`src/rtl/serial_xnor_correlator.sv`:
```
// Bit-serial word correlator: xnor-compares two LSB-first streams
// and reports match count, equality and threshold over WIDTH bits.

module xnorgate (
  input  logic a,
  input  logic b,
  output logic y
);

  // y is high when both inputs agree
  assign y = ~(a ^ b);

endmodule

module serial_xnor_correlator #(
  parameter int WIDTH  = 8,
  parameter int CNT_W  = 4,
  parameter int THRESH = 6
) (
  input  logic             clk,
  input  logic             rst,
  input  logic             start,
  input  logic             valid_in,
  input  logic             a,
  input  logic             b,
  output logic             busy,
  output logic             done,
  output logic [CNT_W-1:0] match_cnt,
  output logic             eq,
  output logic             ge_thresh
);

  typedef enum logic [1:0] {
    IDLE  = 2'd0,
    SHIFT = 2'd1,
    DONE  = 2'd2
  } state_t;

  localparam logic [CNT_W-1:0] LAST  = CNT_W'(WIDTH - 1);
  localparam logic [CNT_W-1:0] FULL  = CNT_W'(WIDTH);
  localparam logic [CNT_W-1:0] LIMIT = CNT_W'(THRESH);

  state_t           state;
  logic [CNT_W-1:0] run_cnt;
  logic [CNT_W-1:0] idx;
  logic [CNT_W-1:0] cnt_next;
  logic             y;

  xnorgate u_xnor (
    .a(a),
    .b(b),
    .y(y)
  );

  // Running count including the bit pair presented this cycle
  assign cnt_next = run_cnt + {{(CNT_W-1){1'b0}}, y};

  // Word sequencer with registered status and result outputs
  always_ff @(posedge clk) begin
    if (rst) begin
      state     <= IDLE;
      busy      <= 1'b0;
      done      <= 1'b0;
      match_cnt <= '0;
      eq        <= 1'b0;
      ge_thresh <= 1'b0;
      run_cnt   <= '0;
      idx       <= '0;
    end else begin
      unique case (state)
        IDLE: begin
          done <= 1'b0;
          if (start) begin
            state   <= SHIFT;
            busy    <= 1'b1;
            run_cnt <= '0;
            idx     <= '0;
          end
        end
        SHIFT: begin
          if (valid_in) begin
            run_cnt <= cnt_next;
            idx     <= idx + 1'b1;
            if (idx == LAST) begin
              state     <= DONE;
              busy      <= 1'b0;
              done      <= 1'b1;
              match_cnt <= cnt_next;
              eq        <= (cnt_next == FULL);
              ge_thresh <= (cnt_next >= LIMIT);
            end
          end
        end
        DONE: begin
          done <= 1'b0;
          if (start) begin
            state   <= SHIFT;
            busy    <= 1'b1;
            run_cnt <= '0;
            idx     <= '0;
          end else begin
            state <= IDLE;
          end
        end
        default: begin
          state <= IDLE;
          busy  <= 1'b0;
          done  <= 1'b0;
        end
      endcase
    end
  end

endmodule

```
`config.mk`:
```
export PLATFORM = sky130hd
export DESIGN_NAME = serial_xnor_correlator
export DESIGN_NICKNAME = d
export VERILOG_FILES = /design/src/rtl/serial_xnor_correlator.sv
export SDC_FILE = /design/constraint.sdc
export NUM_CORES = 1
export LEC_CHECK = 0
export BUFFER_PORTS_ARGS = -buffer_cell sky130_fd_sc_hd__buf_4
export CAP_MARGIN = 20
export CORE_UTILIZATION = 56
export DETAILED_ROUTE_END_ITERATION = 8
export GPL_TIMING_DRIVEN = 0
export PLACE_DENSITY = 0.82
export SLEW_MARGIN = 0
export SYNTH_ARGS = -nofsm -noshare
export SYNTH_HDL_FRONTEND = slang
export SYNTH_SLANG_ARGS = --single-unit
```
`constraint.sdc`:
```
create_clock -name clk -period 5.4 [get_ports clk]
set_input_delay 0.54 -clock clk [delete_from_list [all_inputs] [get_ports clk]]
set_output_delay 0.54 -clock clk [all_outputs]
set_load 0.02 [all_outputs]
```
==> flow_metrics.tcl <==
set metrics [dict create \
    min_path_type "in -> reg" \
    drive_gt1_share_pct 19.4 \
    route.vias.total 730 \
    drc 0 \
    clock_latency_ns 0.30 \
    synthFlopType "dfxtp_1" \
    critPathSlowestCell "or4_1" \
    die_w_microns 40.3 \
    maxCapViolCount 0 \
    maxSlewViolCount 0 \
    synth_edf_count 0 \
    syn_inst 92 \
    synthArstFlopShare_pct 0 \
    skew_ns 0.00840 \
    gp_congestion 0.725 \
    slew_headroom_pct 68.5 \
    fin_nets 118 \
    dpl.hpwl_mm 1.29 \
    core_sq_um 1330 \
    cts_made_buffers 3 \
    synth_seq_cells 18 \
    antenna_found_initial 0 \
    yosysSeqAreaShare_pct 43.8 \
    cp.buffers_inverters 1 \
    crit_path_start_kind "input pin" \
    end_kind "flip-flop" \
    p_leak_nw 0.374 \
    status "finished, final reports clean" \
    post-route-min-period_ns 2.00 \
    die_area_sq_um 1630 \
    wire_per_inst_microns 14.5 \
    clockBufferDepth 2 \
    clk_pin_slew_ns 0.09 \
    rsz0062_at_grt "no" \
    synth_nets 101 \
    ant_nets 0 \
    port_buffers 12 \
    tightest_slew_ns 0.472 \
    finalNonFillerCells 123 \
    routed_wl_mm 1.78 \
    path_common_cell "ha_1" \
    crit_chain "buf_4 -> xnor2_1 -> ha_1 -> ha_1 -> or3_1 -> or4_1 -> o32ai_1" \
    start_util_pct 61.7 \
    cts_tree "done" \
    firstDrtPassIters 4 \
    grt_max_degree 11 \
    syn_area_sq_um 823 \
    ctsHoldBuffers 0 \
    crit_family "simple AND/OR/NAND/NOR gates" \
    hold_viol_final 0 \
    cts_root_buffer "clkbuf_4" \
    drtIter0Drc 15 \
    num_rows 13 \
    crit_fanout 4 \
    syn_to_final_growth_pct 17.6 \
    timing.final.crit_share_pct 37.1 \
    required_ns 5.61 \
    grt_pass1_wl_mm 2.73 \
    crit_type "in -> reg" \
    synth_top_area_share_pct 43.8 \
    cts_num_sinks 18 \
    yosysMostFrequentCell "dfxtp_1" \
    setup_viol 0 \
    ctsResizeCount 0 \
    yosysUniqueCellTypes 28 \
    max_freq_mhz 499 \
    via_per_inst 5.93 \
    synth_area_leader_cell "dfxtp_1" \
    crit_arrival_ns 2.21 \
    fillCellCount 111 \
    io_pins 14 \
    cts_max_level 1 \
    critPathMaxStageDelay_ns 0.42 \
    grt_use_total_pct 27.0 \
    floorplan.die.height_microns 40.3 \
    gr-total-overflow 0 \
    yosys-top-cells-count "dfxtp_1 (18), a21oi_1 (13), nand3_1 (8)" \
    ir_worst_vdd_uv 181 \
    synth_area_per_cell_sq_um 8.95 \
    synth_top_cells_by_area "dfxtp_1 (44%), a21oi_1 (7.9%), nand3_1 (4.9%), ha_1 (4.6%), a311oi_1 (3.2%)" \
    antenna_cells 0 \
    post_cts_buffers 0 \
    yosys_warnings 0 \
    placed_cells 119 \
    p_per_area_nw_per_um2 252 \
    tns_ns 0 \
    first_global_vias 635 \
]
## state kept, by name, summed over array words and instances (netlist names)
name,cells
ge_thresh,1
run_cnt,4
state,2
match_cnt,4
done,1
eq,1
busy,1
idx,4
## kinds of logic (layout without fill, tap and decap cells)
group | Yosys count | in the layout | share of synthesized area [%]
compound gates | 25 | 25 | 18.2
xor+xnor | 3 | 3 | 3.19
fa+ha+maj | 3 | 3 | 4.56
buf+inv | 6 | 22 | 3.80
flops | 18 | 18 | 43.8
simple gates | 37 | 37 | 26.4
## worst paths after layout
kind	start	endpoint	slack, ns	cells past startpoint
worst max register to register	run_cnt[0]	eq	3.54	5
worst min-delay path	rst	run_cnt[2]	0.45	2
worst min register to register	eq	eq	0.49	2
worst max-delay path	b	eq	3.40	7
## area by class of cell
type	count	area [sq um]	area share (%)
repair buffers	12	90.1	9.30
inverters	2	7.51	0.775
flip-flops and latches	18	360	37.2
clock buffers	4	36.3	3.75
multi-input cells	68	432	44.6
well taps	15	18.8	1.94
plain buffers	4	23.8	2.45
## per-stage QoR
stage	power, W	area [sq um]	hold slack [ns]	setup WS [ns]	util [%]
after floorplan	0.000155	823	0.452	3.34	-
after global placement	0.000163	932	0.461	3.12	69.9
after detailed placement	0.000164	932	0.467	3.12	69.9
after CTS	0.000247	968	0.441	3.42	72.6
after global routing	0.000255	968	0.433	3.33	72.6
final	0.000244	968	0.445	3.40	72.6
## routing by layer
metal | vias to the layer above | track usage, % | wire (microns)
met3 | 4 | 8.33 | 69
met5 | - | 0 | 0
met2 | 15 | 42.5 | 843
met1 | 341 | 33.2 | 831
li1 | 370 | - | -
met4 | 0 | 12.5 | 34
## layout by cell type (no fill, tap or decap), types with 2 or more instances in the layout
| cell type | synthesis | routed |
|---|---|---|
| a21oi_1 | 13 | 13 |
| a311oi_1 | 3 | 3 |
| buf_4 | 0 | 12 |
| clkbuf_1 | 2 | 2 |
| clkbuf_4 | 0 | 3 |
| dfxtp_1 | 18 | 18 |
| ha_1 | 3 | 3 |
| inv_1 | 2 | 2 |
| nand2_1 | 6 | 6 |
| nand2b_1 | 4 | 4 |
| nand3_1 | 8 | 8 |
| nor2_1 | 3 | 3 |
| nor2b_1 | 3 | 3 |
| nor3_1 | 4 | 4 |
| o21ai_0 | 5 | 5 |
| or3_1 | 3 | 3 |
| xor2_1 | 2 | 2 |
## where the power goes
group          leakage [nW]  total [W]  switching [W]  internal [W]
clock                0.0210  0.0000829      0.0000418     0.0000411
sequential            0.146   0.000137     0.00000243      0.000135
combinational         0.207  0.0000237      0.0000139    0.00000982
No activity file was read; power rests on OpenSTA's default activity.
